$ cat src/rtl/ready_sync_if.sv
// rtl/ready_sync_if.sv - player/control handshake bundle for ready_sync
interface ready_sync_if #(
    parameter int NPLAYER = 2,
    parameter int NUM_W   = 4
);
    logic [NPLAYER-1:0] READY;
    logic               CLR;
    logic [NUM_W-1:0]   NUM;
    logic [NPLAYER-1:0] OK;
    logic [NPLAYER-1:0] LED;
    logic               ALL_READY;
    logic               TIMEOUT;

    modport master (
        output READY,
        output CLR,
        input  NUM,
        input  OK,
        input  LED,
        input  ALL_READY,
        input  TIMEOUT
    );

    modport slave (
        input  READY,
        input  CLR,
        output NUM,
        output OK,
        output LED,
        output ALL_READY,
        output TIMEOUT
    );
endinterface

$ cat src/rtl/ready_sync.sv
// rtl/ready_sync.sv - collects per-player ready presses and deals one shared rolled number
module ready_sync #(
    parameter int NPLAYER       = 2,
    parameter int NUM_W         = 4,
    parameter int NUM_MAX       = 9,
    parameter int TICK_DIV      = 5000000,
    parameter int TIMEOUT_TICKS = 100,
    parameter int HOLD_MODE     = 1
) (
    input  logic         CLK,
    input  logic         RST,
    ready_sync_if.slave  bus
);
    localparam int TICK_W = (TICK_DIV > 1) ? $clog2(TICK_DIV) : 1;
    localparam int TO_W   = (TIMEOUT_TICKS > 0) ? $clog2(TIMEOUT_TICKS + 1) : 1;

    localparam logic [TICK_W-1:0] TICK_LAST = TICK_W'(TICK_DIV - 1);
    localparam logic [NUM_W-1:0]  ROLL_LAST = NUM_W'(NUM_MAX - 1);
    localparam logic [TO_W-1:0]   TO_LIMIT  = TO_W'(TIMEOUT_TICKS);

    typedef enum logic [1:0] {
        ST_IDLE  = 2'd0,
        ST_ARMED = 2'd1,
        ST_DEAL  = 2'd2
    } state_t;

    state_t             r_state;
    logic [NPLAYER-1:0] r_latch;
    logic [NPLAYER-1:0] r_led;
    logic [TICK_W-1:0]  r_tick;
    logic [NUM_W-1:0]   r_roll;
    logic [TO_W-1:0]    r_to_cnt;
    logic [NUM_W-1:0]   r_num;
    logic [NPLAYER-1:0] r_ok;
    logic               r_all_ready;
    logic               r_timeout;

    logic               w_tick;
    logic               w_all;
    logic               w_to_hit;
    logic [NPLAYER-1:0] w_latch_next;

    assign w_tick       = (r_tick == TICK_LAST);
    assign w_all        = &r_latch;
    assign w_to_hit     = (TIMEOUT_TICKS != 0) && (r_to_cnt == TO_LIMIT);
    // CLR beats a press arriving in the same cycle
    assign w_latch_next = bus.CLR ? '0 : (r_latch | bus.READY);

    always_ff @(posedge CLK) begin
        if (RST) begin
            r_tick <= '0;
            r_roll <= '0;
        end else begin
            r_tick <= w_tick ? '0 : r_tick + TICK_W'(1);
            if (w_tick && (r_state != ST_DEAL)) begin
                r_roll <= (r_roll == ROLL_LAST) ? '0 : r_roll + NUM_W'(1);
            end
        end
    end

    always_ff @(posedge CLK) begin
        if (RST) begin
            r_state     <= ST_IDLE;
            r_latch     <= '0;
            r_led       <= '0;
            r_to_cnt    <= '0;
            r_num       <= '0;
            r_ok        <= '0;
            r_all_ready <= 1'b0;
            r_timeout   <= 1'b0;
        end else begin
            r_led     <= r_latch;
            r_timeout <= 1'b0;
            case (r_state)
                ST_IDLE: begin
                    r_to_cnt    <= '0;
                    r_latch     <= w_latch_next;
                    r_num       <= '0;
                    r_ok        <= '0;
                    r_all_ready <= 1'b0;
                    // arm in the same edge the first latch sets, so press-to-deal stays two cycles
                    if (|w_latch_next) begin
                        r_state <= ST_ARMED;
                    end
                end
                ST_ARMED: begin
                    if (bus.CLR || (r_latch == '0)) begin
                        r_latch <= w_latch_next;
                        r_state <= ST_IDLE;
                    end else if (w_all) begin
                        r_num       <= r_roll + NUM_W'(1);
                        r_ok        <= '1;
                        r_all_ready <= 1'b1;
                        r_state     <= ST_DEAL;
                    end else if (w_to_hit) begin
                        r_timeout <= 1'b1;
                        r_latch   <= '0;
                        r_state   <= ST_IDLE;
                    end else begin
                        r_latch <= w_latch_next;
                        if (w_tick) begin
                            r_to_cnt <= r_to_cnt + TO_W'(1);
                        end
                    end
                end
                ST_DEAL: begin
                    if ((HOLD_MODE == 0) || bus.CLR) begin
                        r_num       <= '0;
                        r_ok        <= '0;
                        r_all_ready <= 1'b0;
                        r_latch     <= '0;
                        r_state     <= ST_IDLE;
                    end
                end
                default: begin
                    r_latch     <= '0;
                    r_num       <= '0;
                    r_ok        <= '0;
                    r_all_ready <= 1'b0;
                    r_state     <= ST_IDLE;
                end
            endcase
        end
    end

    assign bus.NUM       = r_num;
    assign bus.OK        = r_ok;
    assign bus.LED       = r_led;
    assign bus.ALL_READY = r_all_ready;
    assign bus.TIMEOUT   = r_timeout;
endmodule

$ cat src/flat_wrapper.sv
// flat-port wrapper written by rule: the top's interface ports become plain ports
module ready_sync_flat 
#(
    parameter int NPLAYER       = 2,
    parameter int NUM_W         = 4,
    parameter int NUM_MAX       = 9,
    parameter int TICK_DIV      = 5000000,
    parameter int TIMEOUT_TICKS = 100,
    parameter int HOLD_MODE     = 1
)
  (CLK, RST, bus_READY, bus_CLR, bus_NUM, bus_OK, bus_LED, bus_ALL_READY, bus_TIMEOUT);
  ready_sync_if #(.NPLAYER(NPLAYER), .NUM_W(NUM_W)) bus_i ();
  input  logic CLK;
  input  logic RST;
  input wire logic [$bits(bus_i.READY)-1:0] bus_READY;
  input wire logic [$bits(bus_i.CLR)-1:0] bus_CLR;
  output wire logic [$bits(bus_i.NUM)-1:0] bus_NUM;
  output wire logic [$bits(bus_i.OK)-1:0] bus_OK;
  output wire logic [$bits(bus_i.LED)-1:0] bus_LED;
  output wire logic [$bits(bus_i.ALL_READY)-1:0] bus_ALL_READY;
  output wire logic [$bits(bus_i.TIMEOUT)-1:0] bus_TIMEOUT;
  assign bus_i.READY = bus_READY;
  assign bus_i.CLR = bus_CLR;
  assign bus_NUM = bus_i.NUM;
  assign bus_OK = bus_i.OK;
  assign bus_LED = bus_i.LED;
  assign bus_ALL_READY = bus_i.ALL_READY;
  assign bus_TIMEOUT = bus_i.TIMEOUT;
  ready_sync #(.NPLAYER(NPLAYER), .NUM_W(NUM_W), .NUM_MAX(NUM_MAX), .TICK_DIV(TICK_DIV), .TIMEOUT_TICKS(TIMEOUT_TICKS), .HOLD_MODE(HOLD_MODE)) u_core (.CLK(CLK), .RST(RST), .bus(bus_i));
endmodule
$ cat config.mk
export PLATFORM = sky130hd
export DESIGN_NAME = ready_sync_flat
export DESIGN_NICKNAME = d
export VERILOG_FILES = /design/src/rtl/ready_sync_if.sv /design/src/rtl/ready_sync.sv /design/src/flat_wrapper.sv
export SDC_FILE = /design/constraint.sdc
export NUM_CORES = 1
export LEC_CHECK = 0
export CORE_UTILIZATION = 39
export DETAILED_ROUTE_END_ITERATION = 10
export GPL_TIMING_DRIVEN = 0
export SLEW_MARGIN = 10
export SYNTH_ARGS = -nofsm -noshare
export SYNTH_HDL_FRONTEND = slang
export SYNTH_SLANG_ARGS = --single-unit
$ cat constraint.sdc
create_clock -name CLK -period 3.1 [get_ports CLK]
set_input_delay 0.31 -clock CLK [delete_from_list [all_inputs] [get_ports CLK]]
set_output_delay 0.31 -clock CLK [all_outputs]
set_load 0.005 [all_outputs]
==> results of run 1 <==
layer usage:
| metal | global-route usage | vias up | wire length (microns) | share of wire |
|---|---|---|---|---|
| li1 | - | 971 | - | - |
| met1 | 0.216 | 855 | 2210 | 0.50 |
| met2 | 0.276 | 25 | 2050 | 0.46 |
| met3 | 0.0337 | 2 | 134 | 0.030 |
| met4 | 0.0389 | 0 | 19 | 0.0043 |
| met5 | 0 | - | 0 | 0 |
state kept, by name (all words and copies together), names as in the netlist:
signal and cells:
u_core.r_state 2, u_core.bus.LED 2, u_core.r_to_cnt 7, u_core.r_latch 2, u_core.bus.OK 1, u_core.r_tick 23
u_core.bus.NUM 4, u_core.r_roll 4, u_core.bus.TIMEOUT 1
cells in the mapped netlist (6+ instances only):
cell,count,area [sq um]
nand3_1,12,60.1
dfxtp_1,46,921
or4_1,6,45.0
xnor2_1,17,149
inv_1,11,41.3
nand4_1,8,50.1
nor2b_1,6,37.5
nor2_1,43,161
xor2_1,8,70.1
nand2_1,16,60.1
nor3_1,12,60.1
a31oi_1,11,68.8
logic make-up after synthesis:
logic type,count (synthesis)
AO/OA/AOI/OAI,29
multiplexers,3
XOR/XNOR,25
adder cells (fa/ha/maj),5
flip-flops,46
AND/OR/NAND/NOR,130
buffers and inverters,24
area by class of cell:
class,count,share of cell area
sequential,46,0.356
tap,72,0.0349
timing repair buffer,13,0.0504
clock inverter,3,0.00969
multi-input combinational,192,0.477
clock buffer,5,0.0266
inverter,11,0.0160
buffer,13,0.0286
power breakdown:
| group | switching, uW | internal (uW) |
|---|---|---|
| Combinational | 27.0 | 16.3 |
| Sequential | 3.72 | 595 |
| Clock | 219 | 163 |
stage by stage:
stage	cells	hold WS, ns
after floorplan	262	0.426
after global placement	347	0.441
after detailed placement	347	0.453
after CTS	355	0.422
after global routing	355	0.452
final	355	0.424
how the worst max path moves through the flow:
stage	start	end	depth (start not counted)
global placement	u_core.r_tick[0]	u_core.r_tick[15]	8
floorplan	u_core.r_tick[0]	u_core.r_tick[19]	8
CTS	u_core.r_tick[0]	u_core.r_tick[9]	8
detailed placement	u_core.r_tick[0]	u_core.r_tick[17]	8
global route	u_core.r_tick[0]	u_core.r_tick[13]	8
finish	u_core.r_tick[0]	u_core.r_tick[9]	8
worst max-delay path: stages (launching register included):
cell,delay (ns)
dfxtp_1,0.38
ha_1,0.19
nand3_1,0.26
or4_1,0.67
nor2_1,0.22
or2_2,0.14
clkbuf_1,0.18
buf_2,0.26
nor2_1,0.08
==> flow_summary.ini, run 1 <==
[run_status]
status = finished, final reports clean

[power_and_ir_drop]
ir_worst_vdd_mv = 0.386
leakage_uw = 0.000839
cellPowerDensity_nw_per_um2 = 397
power_uw = 1020

[final_layout]
area_growth_pct = 13.8
multiInputGateArea_sq_um = 1230
fin_util = 0.464
num-fill-cells = 565
antenna_cells = 0
mostFrequentLayoutCells = dfxtp_1, nor2_1, xnor2_1, nand2_1, clkdlybuf4s50_1
seq_area_sq_um = 921
nNetsFinal = 292
layout_commonest_cell = dfxtp_1
layout-drive-gt1-share = 0.0919
fin_area_sq_um = 2580

[floorplan]
dieWidth_microns = 78.3
initial_core_util = 0.407
die_h_microns = 78.3
placementRows = 27
boundaryPins = 15
core_sq_um = 5570
die_area_sq_um = 6130

[clock_network]
clock_path_buffers = 2
htree_levels = 2
cts_buffers = 5
hold_buffers = 0
cts_sinks = 46
cts_resized = 0
cts_setup_buffers = 0
insertion_delay_ns = 0.30
clk_pin_slew_ns = 0.10
cts-root-buf = clkbuf_8
cts_tree = built

[placed_design]
hpwl_microns = 3140
dp_slack_ns = 0.605
dpl_cell_area_sq_um = 2490
io_buffers = 13
gp_congestion = 0.777

[logic_synthesis]
syn-num-nets = 272
synth_warnings = 0
syn_inst = 262
async_flop_share = 0
synth_xor_area_frac = 0.0965
ys_seq_area_frac = 0.406
synth_area_sq_um = 2270
ys_types = 42
synth_compound_area_frac = 0.0860
synthSimpleGateAreaFrac = 0.320
ys_seq_elements = 46
synth_mux_area_frac = 0.0132
synth_edf_count = 0
synth-main-ff-cell = dfxtp_1
avgSynthCellArea_sq_um = 8.66
synthAdderAreaFrac = 0.0276
synth_top_family_by_area = simple AND/OR/NAND/NOR gates

[worst_hold_path]
hp-start = bus_CLR
hold_path_end = u_core.r_state[1]
hold_depth = 2
holdCritPathClass = primary input to flip-flop

[detailed_routing]
drtAntennaViolNets = 0
vias = 1853
drtIter0Drc = 51
dr.pass1.iters = 4
drt_wl_total_microns = 4410
post_drt_wl_per_cell_microns = 12.4
drc = 0
vias_per_cell = 5.22

[timing]
finClkSkew_ns = 0.00910
setup_viol = 0
fin_crit_ns = 2.49
period_share = 0.804
setup_ws_ns = 0.607
fin_setup_tns_ns = 0
worst_pin_slew_ns = 0.627
slew_headroom = 0.582
rsz0062_at_grt = false
slew_viol_final = 0
hold_viol = 0
clock.fmax_mhz = 401

[run]
drv_cap = 0

[setup_path]
startpoint_type = flip-flop
path_class = flip-flop to flip-flop
r2r_cells = 8
cp_max_fo = 10
reg2reg_to = u_core.r_tick[9]
r2r_start = u_core.r_tick[0]
end_kind = flip-flop
reg2reg_slack_ns = 0.61
cp.required_ns = 3.29
cp_data_arrival_time_ns = 2.68

[global_routing]
grt_pass1_vias = 1820
antenna_found_initial = 0
grt_pass1_wl_microns = 8190
grt_start_max_net_pins = 17
grt_overflow = 0
grt_use_total = 0.165
Note: power is estimated with default switching activity, not from simulation.
==> run 2, diff against run 1 <==
- clock period: 3.1 -> 2.4 ns (I/O delays scaled with it)
==> flow_summary.ini, run 2 (same netlist as run 1, synthesis figures left out) <==
[run_status]
status = finished, final reports clean

[global_routing]
antenna_found_initial = 0
grt_pass1_wl_microns = 8200
grt_start_max_net_pins = 17
grt_pass1_vias = 1823
grt_use_total = 0.165
grt_overflow = 0

[timing]
rsz0062_at_grt = false
period_share = 0.939
slew_headroom = 0.568
worst_pin_slew_ns = 0.648
setup_viol = 0
finClkSkew_ns = 0.00915
hold_viol = 0
fin_crit_ns = 2.25
clock.fmax_mhz = 444
hold_slack_ns = 0.353
slew_viol_final = 0
fin_setup_tns_ns = 0

[detailed_routing]
vias = 1857
dr.pass1.iters = 4
drt_wl_total_microns = 4400
vias_per_cell = 5.25
drtIter0Drc = 63
drtAntennaViolNets = 0
post_drt_wl_per_cell_microns = 12.4
drc = 0

[floorplan]
core_sq_um = 5570
dieWidth_microns = 78.3
die_h_microns = 78.3
boundaryPins = 15
die_area_sq_um = 6130
initial_core_util = 0.407
placementRows = 27

[power_and_ir_drop]
intPower_uw = 1000
p_clk_frac = 0.374
seqPwrFrac = 0.583
switching_power_uw = 326
leakage_uw = 0.000843
cellPowerDensity_nw_per_um2 = 511
swShare = 0.246
power_frac_comb = 0.043
ir_worst_vdd_mv = 0.452

[final_layout]
nNetsFinal = 291
largest_reg_flops = 23
layout_commonest_cell = dfxtp_1
num-fill-cells = 562
antenna_cells = 0
regMostFlops = u_core.r_tick
layout-drive-gt1-share = 0.103
layout.cells.non_filler = 354
fin_area_sq_um = 2600
area_growth_pct = 14.6
reg.largest.list = u_core.r_tick (23), u_core.r_to_cnt (7)
mostFrequentLayoutCells = dfxtp_1, nor2_1, xnor2_1, nand2_1, clkdlybuf4s50_1

[setup_path]
cp_data_arrival_time_ns = 2.49
r2r_cells = 5
end_kind = flip-flop
path_class = flip-flop to flip-flop
reg2reg_to = u_core.r_to_cnt[3]
startpoint_type = flip-flop
r2r_start = u_core.r_tick[12]
cp_max_fo = 10
reg2reg_slack_ns = 0.15
cp.required_ns = 2.64

[clock_network]
clock_path_buffers = 2
clk_pin_slew_ns = 0.10
cts_buffers = 5
insertion_delay_ns = 0.30
htree_levels = 2
hold_buffers = 0
cts-root-buf = clkbuf_8
cts_tree = built
cts_sinks = 46

[worst_hold_path]
hold_path_end = u_core.r_state[1]
holdCritPathClass = primary input to flip-flop
hp-start = bus_CLR
hold_depth = 2

[placed_design]
gp_congestion = 0.777
hpwl_microns = 3140
dpl_cell_area_sq_um = 2490
io_buffers = 13
place_inst = 347

[run]
drv_cap = 0
-- run 2: cell types whose count changed in the layout (fill, tap and decap cells not counted) --
cell,before,now
nand3_2,0,1
clkbuf_1,4,3
buf_2,5,3
buf_4,3,4
nor2_2,0,1
nor2_1,43,42
or4_4,1,2
buf_6,1,2
nand3_1,12,11
or4_1,6,5
-- run 2: worst max-delay path, stage by stage (launching register included) --
cell and delay, ns:
dfxtp_1 0.39, or4_4 0.57, nor4_4 0.33, nand2_2 0.18
or4_1 0.54, a31oi_1 0.17
-- run 2: how the worst max path moves through the flow --
stage,start,end,cells after the start
final,u_core.r_tick[12],u_core.r_to_cnt[3],5
after global placement,u_core.r_tick[0],u_core.r_tick[15],8
after CTS,u_core.r_tick[0],u_core.r_tick[9],8
after detailed placement,u_core.r_tick[0],u_core.r_tick[17],8
after floorplan,u_core.r_tick[0],u_core.r_tick[19],8
after global routing,u_core.r_tick[12],u_core.r_to_cnt[6],5
-- run 2: layout make-up --
cell class | count | area [sq um] | area share
clock buffer | 5 | 68.8 | 0.0265
inverter | 11 | 41.3 | 0.0159
multi-input combinational | 192 | 1240 | 0.479
tap | 72 | 90.1 | 0.0346
clock inverter | 3 | 25.0 | 0.00962
buffer | 12 | 78.8 | 0.0303
sequential | 46 | 921 | 0.354
timing repair buffer | 13 | 130 | 0.0500
-- run 2: power by group through the flow --
stage	registers [uW]	clock network [uW]	logic, uW
2_1_floorplan	791	0	37.7
3_3_place_gp	791	0	56.3
3_5_place_dp	792	0	56.3
4_1_cts	774	512	57.7
5_1_grt	776	549	65.4
6_report	774	496	57.7
-- run 2: routing by layer --
layer / vias up / GRT usage / wire length, microns
met5: - / 0 / 0
met3: 4 / 0.0337 / 125
met1: 856 / 0.216 / 2190
li1: 972 / - / -
met2: 25 / 0.277 / 2040
met4: 0 / 0.0389 / 38
-- run 2: what timing repair did --
item	CTS	global route
setup buffers	0	0
resized for setup	3	3
pin swaps	0	0
setup endpoints to repair	20	20
-- run 2: per-stage QoR --
stage / worst slack, ns / total power (uW) / util
after global routing: 0.0415 / 1390 / 0.466
after global placement: -0.0860 / 848 / 0.447
after detailed placement: -0.0952 / 848 / 0.447
after floorplan: 0.222 / 829 / -
final: 0.147 / 1330 / 0.466
after CTS: 0.0374 / 1340 / 0.465
==> run 3, diff against run 2 <==
- CORE_ASPECT_RATIO: not set -> 0.7
- CTS_CLUSTER_SIZE: not set -> 24
==> flow_summary.ini, run 3 (same netlist as run 1, synthesis figures left out) <==
[run_status]
status = finished, final reports clean

[clock_network]
cts_sinks = 46
cts-root-buf = clkbuf_8
htree_levels = 2
cts_buffers = 5
cts_tree = built
clk_pin_slew_ns = 0.09
insertion_delay_ns = 0.31
hold_buffers = 0
clock_path_buffers = 2

[final_layout]
layout-drive-gt1-share = 0.103
reg.largest.list = u_core.r_tick (23), u_core.r_to_cnt (7)
num-fill-cells = 520
layout_commonest_cell = dfxtp_1
antenna_cells = 0
largest_reg_flops = 23
fin_area_sq_um = 2590
mostFrequentLayoutCells = dfxtp_1, nor2_1, xnor2_1, nand2_1, clkdlybuf4s50_1
nNetsFinal = 291
area_growth_pct = 14.2
regMostFlops = u_core.r_tick
fin_util = 0.478

[setup_path]
reg2reg_slack_ns = 0.19
end_kind = flip-flop
path_class = flip-flop to flip-flop
startpoint_type = flip-flop
r2r_cells = 5
r2r_start = u_core.r_tick[12]
cp.required_ns = 2.64
reg2reg_to = u_core.r_to_cnt[2]
cp_max_fo = 10
cp_data_arrival_time_ns = 2.45

[worst_hold_path]
hp-start = bus_CLR
holdCritPathClass = primary input to flip-flop
hold_path_end = u_core.r_state[1]
hold_depth = 2

[timing]
period_share = 0.922
rsz0062_at_grt = false
finClkSkew_ns = 0.00843
slew_headroom = 0.568
hold_slack_ns = 0.355
hold_viol = 0
worst_pin_slew_ns = 0.647
fin_crit_ns = 2.21
clock.fmax_mhz = 452
setup_viol = 0
slew_viol_final = 0

[placed_design]
hpwl_microns = 3510
io_buffers = 13
gp_congestion = 0.754
dpl_cell_area_sq_um = 2490

[detailed_routing]
dr.pass1.iters = 4
post_drt_wl_per_cell_microns = 13.4
vias_per_cell = 5.25
drt_wl_total_microns = 4750
drtIter0Drc = 112
vias = 1857
drc = 0
drtAntennaViolNets = 0

[power_and_ir_drop]
intPower_uw = 996
p_clk_frac = 0.369
swShare = 0.244
ir_worst_vdd_mv = 0.248
leakage_uw = 0.000841
power_frac_comb = 0.044
seqPwrFrac = 0.588
switching_power_uw = 322
cellPowerDensity_nw_per_um2 = 508
power_uw = 1320

[floorplan]
initial_core_util = 0.419
core_sq_um = 5420
boundaryPins = 15
die_h_microns = 65.8
die_area_sq_um = 6130
dieWidth_microns = 93.2
placementRows = 22

[global_routing]
grt_pass1_wl_microns = 7840
grt_use_total = 0.168
grt_overflow = 0
grt_pass1_vias = 1581
antenna_found_initial = 0
grt_start_max_net_pins = 16

[run]
drv_cap = 0
-- run 3: power by group through the flow --
stage | clock [uW] | combinational [uW] | sequential [uW]
floorplan | 0 | 37.7 | 791
global placement | 0 | 57.0 | 792
detailed placement | 0 | 56.8 | 792
CTS | 498 | 58.3 | 774
global route | 524 | 64.9 | 775
finish | 486 | 57.5 | 774
-- run 3: area by class of cell --
type,count,area (sq um),area share
clock buffers,5,68.8,0.0265
clock inverters,3,21.3,0.00820
well taps,72,90.1,0.0347
multi-input cells,192,1240,0.480
repair buffers,13,130,0.0502
plain buffers,12,75.1,0.0290
flip-flops and latches,46,921,0.355
inverters,11,41.3,0.0159
-- run 3: worst max-delay path: stages (launching register included) --
cell,delay (ns)
dfxtp_1,0.38
or4_4,0.56
nor4_4,0.31
nand2_2,0.19
or4_1,0.54
a31oi_1,0.17
-- run 3: worst max path at each step --
stage / startpoint / end / cells past startpoint
after floorplan: u_core.r_tick[0] / u_core.r_tick[19] / 8
after global placement: u_core.r_tick[0] / u_core.r_tick[18] / 8
final: u_core.r_tick[12] / u_core.r_to_cnt[2] / 5
after detailed placement: u_core.r_tick[0] / u_core.r_tick[14] / 8
after global routing: u_core.r_tick[0] / u_core.r_roll[2] / 6
after CTS: u_core.r_tick[0] / u_core.r_tick[17] / 8
-- run 3: per-stage QoR --
step           setup TNS (ns)  cells  setup WS, ns
3_5_place_dp            -2.72    347        -0.162
2_1_floorplan               0    262         0.222
6_report                    0    354         0.188
5_1_grt                     0    354        0.0151
3_3_place_gp            -2.59    347        -0.145
4_1_cts                     0    355       0.00587
-- run 3: routing by layer --
metal,vias up,track usage,part of all wire
met5,-,0,0
met4,0,0.0635,0.018
met1,845,0.263,0.54
met2,41,0.214,0.39
li1,963,-,-
met3,8,0.0414,0.051
-- run 3: timing repair --
| action | 4_1_cts | 5_1_grt |
|---|---|---|
| cloned | 0 | 0 |
| endpoints found under the setup margin | 20 | 21 |
| setup buffers | 0 | 0 |
| resized for setup | 4 | 1 |
